`src/rtl/hs_phy_pkg.sv`:
```
// hs_phy_pkg: shared encodings and constants for the HS transmit path.
// The FSM state encoding is fixed so the receive side and debug tools agree on it.
package hs_phy_pkg;

    localparam int BYTE_W = 8;
    localparam logic [BYTE_W-1:0] HS_SYNC_BYTE = 8'hB8;

    typedef enum logic [1:0] {
        ST_IDLE  = 2'd0,
        ST_SYNC  = 2'd1,
        ST_DATA  = 2'd2,
        ST_TRAIL = 2'd3
    } hs_state_e;

    // True in the states where the shifter is clocking bits onto the line
    function automatic logic hs_is_serial(input hs_state_e s);
        return (s == ST_SYNC) || (s == ST_DATA);
    endfunction

endpackage

```
`src/rtl/hs_tx_serializer_if.sv`:
```
// hs_tx_serializer_if: byte-side handshake plus line-side outputs of the HS serializer.
// master = byte source / line observer, slave = the serializer itself.
interface hs_tx_serializer_if;
    import hs_phy_pkg::*;

    logic [BYTE_W-1:0] TX_DATA;
    logic              TX_VALID;
    logic              TX_READY;
    logic              HS_TX_DATA;
    logic              HS_TX_EN;
    logic              FLAG_SERIALIZE;
    logic              TX_DONE;

    modport master (
        output TX_DATA,
        output TX_VALID,
        input  TX_READY,
        input  HS_TX_DATA,
        input  HS_TX_EN,
        input  FLAG_SERIALIZE,
        input  TX_DONE
    );

    modport slave (
        input  TX_DATA,
        input  TX_VALID,
        output TX_READY,
        output HS_TX_DATA,
        output HS_TX_EN,
        output FLAG_SERIALIZE,
        output TX_DONE
    );

endinterface

```
`src/rtl/hs_tx_shifter.sv`:
```
// hs_tx_shifter: byte shift register and bit counter for the HS serializer.
// Load wins over shift; the counter wraps 7 -> 0 so consecutive bytes need no gap.
module hs_tx_shifter
    import hs_phy_pkg::*;
(
    input  logic              i_clk,
    input  logic              i_rst_n,
    input  logic              i_clear,
    input  logic              i_load,
    input  logic              i_shift,
    input  logic [BYTE_W-1:0] i_data,
    output logic              o_bit,
    output logic              o_last
);

    logic [BYTE_W-1:0] r_shreg;
    logic [2:0]        r_cnt;

    // Load a fresh byte, or shift the current one right by one bit per clock
    always_ff @(posedge i_clk) begin
        if (!i_rst_n || i_clear) begin
            r_shreg <= '0;
            r_cnt   <= 3'd0;
        end else if (i_load) begin
            r_shreg <= i_data;
            r_cnt   <= 3'd0;
        end else if (i_shift) begin
            r_shreg <= r_shreg >> 1;
            r_cnt   <= r_cnt + 3'd1;
        end
    end

    assign o_bit  = r_shreg[0];
    assign o_last = (r_cnt == 3'd7);

endmodule

```
`src/rtl/hs_tx_serializer.sv`:
```
// hs_tx_serializer: HS transmit serializer. Sends a sync byte, then each accepted
// byte LSB-first, one bit per TxDDRClkHS rising edge.
// Optional feature macro: HS_TX_TRAILER_EN adds a TRAIL_CYCLES-long trailer that
// drives the inverse of the last data bit before returning to IDLE.
module hs_tx_serializer
    import hs_phy_pkg::*;
#(
    parameter logic [BYTE_W-1:0] SYNC_BYTE = HS_SYNC_BYTE
`ifdef HS_TX_TRAILER_EN
    ,
    parameter int unsigned TRAIL_CYCLES = 4
`endif
)
(
    input  logic                TxDDRClkHS,
    input  logic                RST,
    input  logic                Enable,
    hs_tx_serializer_if.slave   bus
);

    hs_state_e         r_state;
    logic              r_done;

    logic              w_active;
    logic              w_load;
    logic              w_shift;
    logic              w_clear;
    logic              w_bit;
    logic              w_last;
    logic [BYTE_W-1:0] w_loadData;

`ifdef HS_TX_TRAILER_EN
    localparam logic [7:0] TRAIL_LAST = 8'(TRAIL_CYCLES - 1);

    logic [7:0]        r_trailCnt;
    logic              r_lastBit;
`endif

    assign w_active   = hs_is_serial(r_state);
    assign w_clear    = !Enable;
    assign w_load     = Enable && bus.TX_VALID &&
                        ((r_state == ST_IDLE) || (w_active && w_last));
    assign w_loadData = (r_state == ST_IDLE) ? SYNC_BYTE : bus.TX_DATA;
    assign w_shift    = Enable && w_active;

    hs_tx_shifter u_shifter (
        .i_clk   (TxDDRClkHS),
        .i_rst_n (RST),
        .i_clear (w_clear),
        .i_load  (w_load),
        .i_shift (w_shift),
        .i_data  (w_loadData),
        .o_bit   (w_bit),
        .o_last  (w_last)
    );

    // Burst sequencing: IDLE -> SYNC -> DATA* -> (TRAIL) -> IDLE, aborted by Enable low
    always_ff @(posedge TxDDRClkHS) begin
        if (!RST || !Enable) begin
            r_state    <= ST_IDLE;
            r_done     <= 1'b0;
`ifdef HS_TX_TRAILER_EN
            r_trailCnt <= 8'd0;
            r_lastBit  <= 1'b0;
`endif
        end else begin
            r_done <= 1'b0;
            case (r_state)
                ST_IDLE: begin
                    if (bus.TX_VALID) begin
                        r_state <= ST_SYNC;
                    end
                end
                ST_SYNC, ST_DATA: begin
`ifdef HS_TX_TRAILER_EN
                    r_lastBit <= w_bit;
`endif
                    if (w_last) begin
                        if (bus.TX_VALID) begin
                            r_state <= ST_DATA;
                        end else begin
`ifdef HS_TX_TRAILER_EN
                            r_state    <= ST_TRAIL;
                            r_trailCnt <= 8'd0;
`else
                            r_state    <= ST_IDLE;
                            r_done     <= 1'b1;
`endif
                        end
                    end
                end
`ifdef HS_TX_TRAILER_EN
                ST_TRAIL: begin
                    if (r_trailCnt == TRAIL_LAST) begin
                        r_state    <= ST_IDLE;
                        r_done     <= 1'b1;
                        r_trailCnt <= 8'd0;
                    end else begin
                        r_trailCnt <= r_trailCnt + 8'd1;
                    end
                end
`endif
                default: begin
                    r_state <= ST_IDLE;
                end
            endcase
        end
    end

    // Line bit: shifter LSB while serialising, inverted last bit in the trailer, else 0
    always_comb begin
        bus.HS_TX_DATA = 1'b0;
        if (w_active) begin
            bus.HS_TX_DATA = w_bit;
        end
`ifdef HS_TX_TRAILER_EN
        else if (r_state == ST_TRAIL) begin
            bus.HS_TX_DATA = ~r_lastBit;
        end
`endif
    end

    assign bus.HS_TX_EN       = (r_state != ST_IDLE);
    assign bus.TX_READY       = Enable && w_active && w_last;
    assign bus.FLAG_SERIALIZE = (r_state == ST_DATA) && w_last;
    assign bus.TX_DONE        = r_done;

endmodule

```
`src/flat_wrapper.sv`:
```
// flat-port wrapper written by rule: the top's interface ports become plain ports
module hs_tx_serializer_flat import hs_phy_pkg::*;
#(
    parameter logic [BYTE_W-1:0] SYNC_BYTE = HS_SYNC_BYTE

)
  (TxDDRClkHS, RST, Enable, bus_TX_DATA, bus_TX_VALID, bus_TX_READY, bus_HS_TX_DATA, bus_HS_TX_EN, bus_FLAG_SERIALIZE, bus_TX_DONE);
  hs_tx_serializer_if bus_i ();
  input  logic TxDDRClkHS;
  input  logic RST;
  input  logic Enable;
  input wire logic [$bits(bus_i.TX_DATA)-1:0] bus_TX_DATA;
  input wire logic [$bits(bus_i.TX_VALID)-1:0] bus_TX_VALID;
  output wire logic [$bits(bus_i.TX_READY)-1:0] bus_TX_READY;
  output wire logic [$bits(bus_i.HS_TX_DATA)-1:0] bus_HS_TX_DATA;
  output wire logic [$bits(bus_i.HS_TX_EN)-1:0] bus_HS_TX_EN;
  output wire logic [$bits(bus_i.FLAG_SERIALIZE)-1:0] bus_FLAG_SERIALIZE;
  output wire logic [$bits(bus_i.TX_DONE)-1:0] bus_TX_DONE;
  assign bus_i.TX_DATA = bus_TX_DATA;
  assign bus_i.TX_VALID = bus_TX_VALID;
  assign bus_TX_READY = bus_i.TX_READY;
  assign bus_HS_TX_DATA = bus_i.HS_TX_DATA;
  assign bus_HS_TX_EN = bus_i.HS_TX_EN;
  assign bus_FLAG_SERIALIZE = bus_i.FLAG_SERIALIZE;
  assign bus_TX_DONE = bus_i.TX_DONE;
  hs_tx_serializer #(.SYNC_BYTE(SYNC_BYTE)) u_core (.TxDDRClkHS(TxDDRClkHS), .RST(RST), .Enable(Enable), .bus(bus_i));
endmodule
```
`config.mk`:
```
export PLATFORM = sky130hd
export DESIGN_NAME = hs_tx_serializer_flat
export DESIGN_NICKNAME = d
export VERILOG_FILES = /design/src/rtl/hs_phy_pkg.sv /design/src/rtl/hs_tx_serializer_if.sv /design/src/rtl/hs_tx_shifter.sv /design/src/rtl/hs_tx_serializer.sv /design/src/flat_wrapper.sv
export SDC_FILE = /design/constraint.sdc
export NUM_CORES = 1
export LEC_CHECK = 0
export ABC_AREA = 1
export ABC_CLOCK_PERIOD_IN_PS = 2500
export CAP_MARGIN = 20
export CORE_MARGIN = 2
export CORE_UTILIZATION = 45
export CTS_CLUSTER_DIAMETER = 150
export CTS_CLUSTER_SIZE = 25
export DETAILED_ROUTE_END_ITERATION = 16
export MAX_ROUTING_LAYER = met4
export PLACE_DENSITY = 0.72
export SLEW_MARGIN = 20
export SYNTH_ARGS = -nofsm -noshare
export SYNTH_HDL_FRONTEND = slang
export SYNTH_SLANG_ARGS = --single-unit
```
`constraint.sdc`:
```
create_clock -name TxDDRClkHS -period 2.5 [get_ports TxDDRClkHS]
set_input_delay 0.25 -clock TxDDRClkHS [delete_from_list [all_inputs] [get_ports TxDDRClkHS]]
set_output_delay 0.25 -clock TxDDRClkHS [all_outputs]
set_load 0.005 [all_outputs]
```
## Word level (Yosys, flattened, before mapping)

Cells that the tools add are included.

- Input bits: 12
- Register bits: 14

- Bitwise gates (word level): 2
- Muxes and demuxes: 9
- Add/subtract/negate cells: 1
- Equal/unequal tests: 5
- Reductions and logical operators: 18

Operator list:

| operator | count |
|---|---|
| 8-bit two-way mux | 3 |
| 1-bit logical AND | 6 |
| 2-bit two-way mux | 3 |
| 2-bit case mux with 2 select lines | 1 |
| 2-bit nonzero test | 2 |
| 2-bit OR reduction | 2 |
| 3-bit by 1-bit adder with 3-bit output, second input constant | 1 |
| 3-bit == test, second input constant | 1 |
| 1-bit logical OR | 3 |
| 3-bit OR reduction | 1 |
| 2-bit by 1-bit == test with 1-bit output, second input constant | 1 |
| 2-bit == test, second input constant | 1 |
| 1-bit zero test | 2 |
| 2-bit zero test | 1 |
| 1-bit two-way mux | 2 |
| 2-bit by 1-bit inequality test with 1-bit output, second input constant | 1 |
| 2-bit inequality test, second input constant | 1 |
| 1-bit NOT | 2 |
| 2-bit AND reduction | 1 |

## Logic depth before layout (Yosys ltp)

Gate-level depths: netlist of run 1.

- Word-level depth: 6
- Depth in mapped cells: 9
- Mapped depth without buffers: 8

## Cells and area by module

From an unflattened synthesis of run 1, not the netlist that was laid out.

- Cell total of the unflattened synthesis: 130
- Area total of the unflattened synthesis: 845.8 µm²

Modules (own cells, without submodules):

| module | cells an instance | area each (µm²) | times used |
|---|---|---|---|
| hs_tx_shifter | 78 | 541.8 | 1 |
| hs_tx_serializer | 52 | 304.0 | 1 |

## Worst setup path before layout of run 1

Ideal clock, no wire load.

- Path kind: register -> output
- Start point: register u_core.r_state[0]
- End point: output bus_TX_READY
- Path slack: 1.053 ns
- Data arrival time: 1.197 ns
- Stages on the path, launching flop included: 6
- Required time: 2.250 ns
- Cell sequence: dfxtp_1 inv_1 ha_1 nand2_1 clkbuf_1 nor2_1

- Longest elaborated chain between the ends: 4

Ends and longest elaborated chain:

| element | line | source |
|---|---|---|
| start, declared | hs_tx_serializer.sv:21 | `hs_state_e r_state;` |
| start signal, assigned | hs_tx_serializer.sv:60 | `r_state <= ST_IDLE;` |
| start signal, assigned | hs_tx_serializer.sv:71 | `r_state <= ST_SYNC;` |
| start signal, assigned | hs_tx_serializer.sv:80 | `r_state <= ST_DATA;` |
| 2-bit by 1-bit == test with 1-bit output / 2-bit == test (equally long branches) | hs_phy_pkg.sv:17 | `return (s == ST_SYNC) \|\| (s == ST_DATA);` |
| 1-bit logical OR * | hs_phy_pkg.sv:17 |  |
| 1-bit logical AND * (2 in a row) | hs_tx_serializer.sv:124 | `assign bus.TX_READY = Enable && w_active && w_last;` |
| end, declared | flat_wrapper.sv:14 | `output wire logic [$bits(bus_i.TX_READY)-1:0] bus_TX_READY;` |

Every way passes the cells marked *; elsewhere a longest branch is shown, timed or not.

## Worst setup path in the final report of run 1

- Start point: register u_core.r_state[1]
- End point: output bus_TX_READY

Same word-level chain as after synthesis.

==> results.cfg, run 1 <==
[run_status]
outcome = finished clean

[clock_tree]
worstSkewPairLatency_ns = 0.28
ctsLongestPathBuffers = 2
path_clk_slew_ns = 0.08
numCtsBuffers = 3
cts_resized = 0
postCtsSetupBuffers = 0
cts_tree = done
clkSinkCount = 14
ctsHtreeMaxLevel = 1
cts_hold_fix_bufs = 0
cts-root-buf = sky130_fd_sc_hd__clkbuf_4

[final_layout]
layout.area.seq_um2 = 280
postLayoutCoreUtil_pct = 62.1
final_design_area_no_fill_um2 = 968
finish.net_count = 148
multi_input_area_um2 = 438
final_layout_size_suffix_gt1_share_pct = 8.46
n_antenna_cell = 0
nFillCells = 155
area_growth_syn_to_layout_pct = 26.3

[timing]
sum_neg_setup_slack_ns = 0
setup_violations = 0
maxSlewHeadroom_pct = 70.8
timing.fmax_mhz = 439
final_max_slew_viol_count = 0
skew_ns = 0.00358
final.min_clock_period_ns = 2.28
worst-slew-pin-transition_ns = 0.437
final_min_period_over_clock_period_pct = 91.0
hold_violations = 0
unrepaired_setup_endpoints_after_global_routing = false

[job]
timing.max_cap.violations = 0

[pwr]
comb_power_share_pct = 22.7
leakagePower_nw = 0.420
seq_power_share_pct = 46.2
net-switching-power_uw = 144
power_frac_clock_pct = 31.0
peakVddDrop_v = 0.000460
power_switching_share_pct = 28.3
internal_power_uw = 366
power.density_cell_area_mw_per_mm2 = 527
design_power_total_uw = 511

[floorplanning]
row_count = 14
num_io_pins = 17
floorplan.die.width_um = 45.3
y_dimension_of_the_die_um = 45.3
floorplan.die_area_mm2 = 0.00205
core_region_area_mm2 = 0.00156
initial_core_util_pct = 49.2

[place]
placement.io_buffers = 16
hpwlAfterDp_um = 1200
detailed_place.area_um2 = 932
finalWeightedCongestion = 0.814

[critical_path]
reg2reg_depth = 8
start_kind = flop
timing.critical_path.arrival_ns = 2.03
cp.required_ns = 2.25
critPathCaptureType = primary output
timing.critical_path.fanout_max = 13
timing_worst_setup_path_type = reg2out

[global_routing]
antenna_found_initial = 0
grt_overflow_total = 0
largest_net_degree_at_the_start_of_global_routing = 17
first_global_vias = 636
global_route.usage.total_pct = 18.4
grt_first_pass_wirelength_um = 2600

[logic_synthesis]
mappedNetlistNets = 129
register_area_share_after_synthesis_pct = 36.5
synth_top_area_cell = sky130_fd_sc_hd__dfxtp_1
yosys_warnings = 0
synth_top_area_share_pct = 36.5
synth_area_leaders = sky130_fd_sc_hd__dfxtp_1 (37%), sky130_fd_sc_hd__nand2_1 (20%), sky130_fd_sc_hd__nand3_1 (9.8%), sky130_fd_sc_hd__ha_1 (8.2%), sky130_fd_sc_hd__a21oi_1 (6.5%)
ys_types = 18
postSynthRegisterBits = 14
netlist_area_um2 = 767
synthesis.area_per_instance_um2 = 6.85
synthesis.instances = 112

[routing]
first_drt_pass_iteration_count = 4
wire_per_inst_um = 10.8
routed_wirelength_um = 1580
final_antenna_net_count = 0
detail_route.vias_per_cell = 5.03
remaining_drc_errors = 0
drt_iter0_drc = 15
via_count = 734

[worst_hold_path]
min_path_type = reg2reg
hold-path-cell-count = 2
[final cells by class]
type                    count  area share (%)
inverters                   9            3.49
clock buffers               4            3.75
multi-input cells          87            45.2
well taps                  16            2.07
repair buffers             16            16.5
flip-flops and latches     14            28.9
[per-stage QoR]
| step | hold slack (ns) | instances | setup WS [ns] |
|---|---|---|---|
| floorplan | 0.329 | 112 | 1.05 |
| global placement | 0.455 | 142 | 0.557 |
| detailed placement | 0.459 | 142 | 0.506 |
| CTS | 0.471 | 146 | 0.199 |
| global route | 0.502 | 146 | 0.0802 |
| finish | 0.470 | 146 | 0.224 |
[cells in the mapped netlist]
library cell	count
sky130_fd_sc_hd__o211ai_1	1
sky130_fd_sc_hd__nor3_1	1
sky130_fd_sc_hd__inv_2	2
sky130_fd_sc_hd__nand2_1	40
sky130_fd_sc_hd__a21oi_2	1
sky130_fd_sc_hd__dfxtp_1	14
sky130_fd_sc_hd__a21oi_1	10
sky130_fd_sc_hd__clkinv_1	1
sky130_fd_sc_hd__buf_6	1
sky130_fd_sc_hd__xor2_1	1
sky130_fd_sc_hd__inv_1	6
sky130_fd_sc_hd__nor2_1	8
sky130_fd_sc_hd__ha_1	5
sky130_fd_sc_hd__nand2_2	2
sky130_fd_sc_hd__nand3_1	15
sky130_fd_sc_hd__nand2_4	2
sky130_fd_sc_hd__clkbuf_1	1
sky130_fd_sc_hd__o21ai_0	1
[registers in the layout (all words and copies together) (netlist names)]
signal                    count
u_core.u_shifter.r_shreg      8
u_core.u_shifter.r_cnt        3
u_core.r_state                2
u_core.bus.TX_DONE            1
[worst paths after layout]
check	start	end	slack, ns
worst max-delay path	u_core.r_state[1]$_SDFFE_PP0P_	bus_TX_READY	0.22
worst max register to register	u_core.r_state[0]$_SDFFE_PP0P_	u_core.u_shifter.r_shreg[0]$_SDFFE_PP0P_	0.57
worst min register to register	u_core.u_shifter.r_cnt[2]$_SDFFE_PP0P_	u_core.u_shifter.r_cnt[2]$_SDFFE_PP0P_	0.47
worst min-delay path	u_core.u_shifter.r_cnt[2]$_SDFFE_PP0P_	u_core.u_shifter.r_cnt[2]$_SDFFE_PP0P_	0.47
[critical path, cell delays in order (launching register included)]
cell                              delay [ns]
sky130_fd_sc_hd__dfxtp_1                0.37
sky130_fd_sc_hd__inv_1                  0.07
sky130_fd_sc_hd__ha_1                   0.34
sky130_fd_sc_hd__nand2_1                0.29
sky130_fd_sc_hd__nor2_1                 0.17
sky130_fd_sc_hd__clkdlybuf4s50_1        0.51
[kinds of logic (layout without fill, tap and decap cells)]
kind of cell / Yosys count / in the layout / synth area share, %
flip-flops: 14 / 14 / 36.5
buffers and inverters: 11 / 29 / 6.36
AND/OR/NAND/NOR: 68 / 68 / 38.5
XOR/XNOR: 1 / 1 / 1.14
AO/OA/AOI/OAI: 13 / 13 / 9.30
adder cells (fa/ha/maj): 5 / 5 / 8.16
[power by group through the flow]
stage | registers (mW) | logic, mW | clock network (mW)
after floorplan | 0.240 | 0.0789 | 0
after global placement | 0.241 | 0.115 | 0
after detailed placement | 0.241 | 0.116 | 0
after CTS | 0.236 | 0.117 | 0.164
after global routing | 0.237 | 0.131 | 0.177
final | 0.236 | 0.116 | 0.158
[cell usage in the layout, fill, tap and decap left out]
cell type | Yosys | routed
sky130_fd_sc_hd__a21oi_2 | 1 | 1
sky130_fd_sc_hd__nand2_1 | 40 | 40
sky130_fd_sc_hd__nand2_2 | 2 | 2
sky130_fd_sc_hd__clkdlybuf4s50_1 | 0 | 16
sky130_fd_sc_hd__nand3_1 | 15 | 15
sky130_fd_sc_hd__inv_1 | 6 | 6
sky130_fd_sc_hd__o21ai_0 | 1 | 1
sky130_fd_sc_hd__dfxtp_1 | 14 | 14
sky130_fd_sc_hd__o211ai_1 | 1 | 1
sky130_fd_sc_hd__a21oi_1 | 10 | 10
sky130_fd_sc_hd__nor2_1 | 8 | 8
sky130_fd_sc_hd__xor2_1 | 1 | 1
sky130_fd_sc_hd__nand2_4 | 2 | 2
sky130_fd_sc_hd__inv_2 | 2 | 2
sky130_fd_sc_hd__clkinv_1 | 1 | 1
sky130_fd_sc_hd__ha_1 | 5 | 5
sky130_fd_sc_hd__clkbuf_8 | 0 | 1
sky130_fd_sc_hd__clkbuf_4 | 0 | 3
sky130_fd_sc_hd__nor3_1 | 1 | 1
[layer usage]
metal | vias up | global-route usage (%) | wire [um]
li1 | 395 | - | -
met1 | 325 | 21.7 | 778
met2 | 12 | 28.9 | 711
met3 | 2 | 7.20 | 78
met4 | 0 | 5.29 | 10
met5 | - | - | 0
(Power assumes the default switching activity.)
==> run 2: changes to the inputs <==
MAX_ROUTING_LAYER = default   (was met4)
==> results.cfg, run 2 (synthesized netlist as in run 1, its figures left out) <==
[run_status]
outcome = finished clean

[global_routing]
global_route.usage.total_pct = 17.8
grt_overflow_total = 0
grt_first_pass_wirelength_um = 2600
first_global_vias = 638
largest_net_degree_at_the_start_of_global_routing = 17
antenna_found_initial = 0

[place]
placement.io_buffers = 16
dp_slack_ns = 0.506
finalWeightedCongestion = 0.802
hpwlAfterDp_um = 1200
post-place-cells = 142

[timing]
maxSlewHeadroom_pct = 70.9
skew_ns = 0.00245
unrepaired_setup_endpoints_after_global_routing = false
hold_violations = 0
worst-slew-pin-transition_ns = 0.435
final_critical_path_setup_slack_ns = 0.228
final.min_clock_period_ns = 2.27
final_min_period_over_clock_period_pct = 90.9
setup_violations = 0
sum_neg_setup_slack_ns = 0
final_max_slew_viol_count = 0
timing.fmax_mhz = 440

[final_layout]
layout.cells.most_common = sky130_fd_sc_hd__nand2_1
layout.cells.most_common_list = sky130_fd_sc_hd__nand2_1 (40), sky130_fd_sc_hd__clkdlybuf4s50_1 (16), sky130_fd_sc_hd__nand3_1 (15)
postLayoutCoreUtil_pct = 62.1
largest_reg_flops = 8
top_regs = u_core.u_shifter.r_shreg (8), u_core.u_shifter.r_cnt (3), u_core.r_state (2)
instances_no_fill = 146
nFillCells = 155
n_antenna_cell = 0
finish.net_count = 148
area_growth_syn_to_layout_pct = 26.3
largest_register = u_core.u_shifter.r_shreg
layout.area.seq_um2 = 280
multi_input_area_um2 = 438
final_layout_size_suffix_gt1_share_pct = 8.46

[critical_path]
critPathCaptureType = primary output
start_kind = flop
timing.critical_path.fanout_max = 13
timing_worst_setup_path_type = reg2out
timing.critical_path.arrival_ns = 2.02
cp.required_ns = 2.25

[floorplanning]
num_io_pins = 17
floorplan.die_area_mm2 = 0.00205
floorplan.die.width_um = 45.3
y_dimension_of_the_die_um = 45.3
initial_core_util_pct = 49.2
row_count = 14
core_region_area_mm2 = 0.00156

[pwr]
leakagePower_nw = 0.420
power_switching_share_pct = 28.1
seq_power_share_pct = 46.3
power.density_cell_area_mw_per_mm2 = 526
power_frac_clock_pct = 30.9
comb_power_share_pct = 22.7
net-switching-power_uw = 143
peakVddDrop_v = 0.000459
internal_power_uw = 366

[clock_tree]
ctsHtreeMaxLevel = 1
worstSkewPairLatency_ns = 0.27
clkSinkCount = 14
numCtsBuffers = 3
cts_tree = done
ctsLongestPathBuffers = 2
cts_hold_fix_bufs = 0
cts-root-buf = sky130_fd_sc_hd__clkbuf_4
path_clk_slew_ns = 0.08
cts_resized = 0
postCtsSetupBuffers = 0

[routing]
final_antenna_net_count = 0
wl_met2_um = 701
first_drt_pass_iteration_count = 4
remaining_drc_errors = 0
via_count = 728
top_signal_layer_used = met4
drt_iter0_drc = 8
detail_route.vias_per_cell = 4.99
routed_wirelength_um = 1570
met1_wirelength_um = 786
wire_per_inst_um = 10.7
met3_wl_um = 67

[job]
timing.max_cap.violations = 0

[worst_hold_path]
min_path_type = reg2reg
==> run 2: cell counts in the layout (fill, tap and decap cells not counted) <==
No cell type changed its count.
==> run 2: metal layers <==
layer / global-route usage (%) / vias up
met1: 21.7 / 319
met5: 0 / -
met3: 7.20 / 2
met4: 5.29 / 0
met2: 28.9 / 13
li1: - / 394
==> run 2: final cells by class <==
class | count | area share, %
clock buffers | 4 | 3.75
inverters | 9 | 3.49
multi-input cells | 87 | 45.2
flip-flops and latches | 14 | 28.9
well taps | 16 | 2.07
repair buffers | 16 | 16.5
==> run 2: power groups by stage <==
stage,combinational [mW],clock [mW],sequential (mW)
3_5_place_dp,0.116,0,0.241
5_1_grt,0.131,0.177,0.237
2_1_floorplan,0.0789,0,0.240
4_1_cts,0.117,0.164,0.236
6_report,0.116,0.158,0.236
3_3_place_gp,0.115,0,0.241
==> run 2: worst paths after layout <==
kind | startpoint | endpoint | slack [ns] | depth (start not counted)
setup / recovery | u_core.r_state[1]$_SDFFE_PP0P_ | bus_TX_READY | 0.23 | 5
hold / removal | u_core.u_shifter.r_cnt[2]$_SDFFE_PP0P_ | u_core.u_shifter.r_cnt[2]$_SDFFE_PP0P_ | 0.47 | 2
setup reg to reg | u_core.r_state[0]$_SDFFE_PP0P_ | u_core.u_shifter.r_shreg[0]$_SDFFE_PP0P_ | 0.58 | 8
hold reg to reg | u_core.u_shifter.r_cnt[2]$_SDFFE_PP0P_ | u_core.u_shifter.r_cnt[2]$_SDFFE_PP0P_ | 0.47 | 2
==> run 2: worst max-delay path, stage by stage, from the launching register on <==
cell and delay (ns):
sky130_fd_sc_hd__dfxtp_1 0.37, sky130_fd_sc_hd__inv_1 0.07, sky130_fd_sc_hd__ha_1 0.34, sky130_fd_sc_hd__nand2_1 0.29
sky130_fd_sc_hd__nor2_1 0.17, sky130_fd_sc_hd__clkdlybuf4s50_1 0.51
==> run 2: stage by stage <==
| stage | area [um^2] | total power [mW] | hold WS [ns] |
|---|---|---|---|
| 2_1_floorplan | 767 | 0.319 | 0.329 |
| 3_3_place_gp | 932 | 0.356 | 0.455 |
| 3_5_place_dp | 932 | 0.357 | 0.459 |
| 4_1_cts | 968 | 0.517 | 0.471 |
| 5_1_grt | 968 | 0.545 | 0.502 |
| 6_report | 968 | 0.509 | 0.470 |
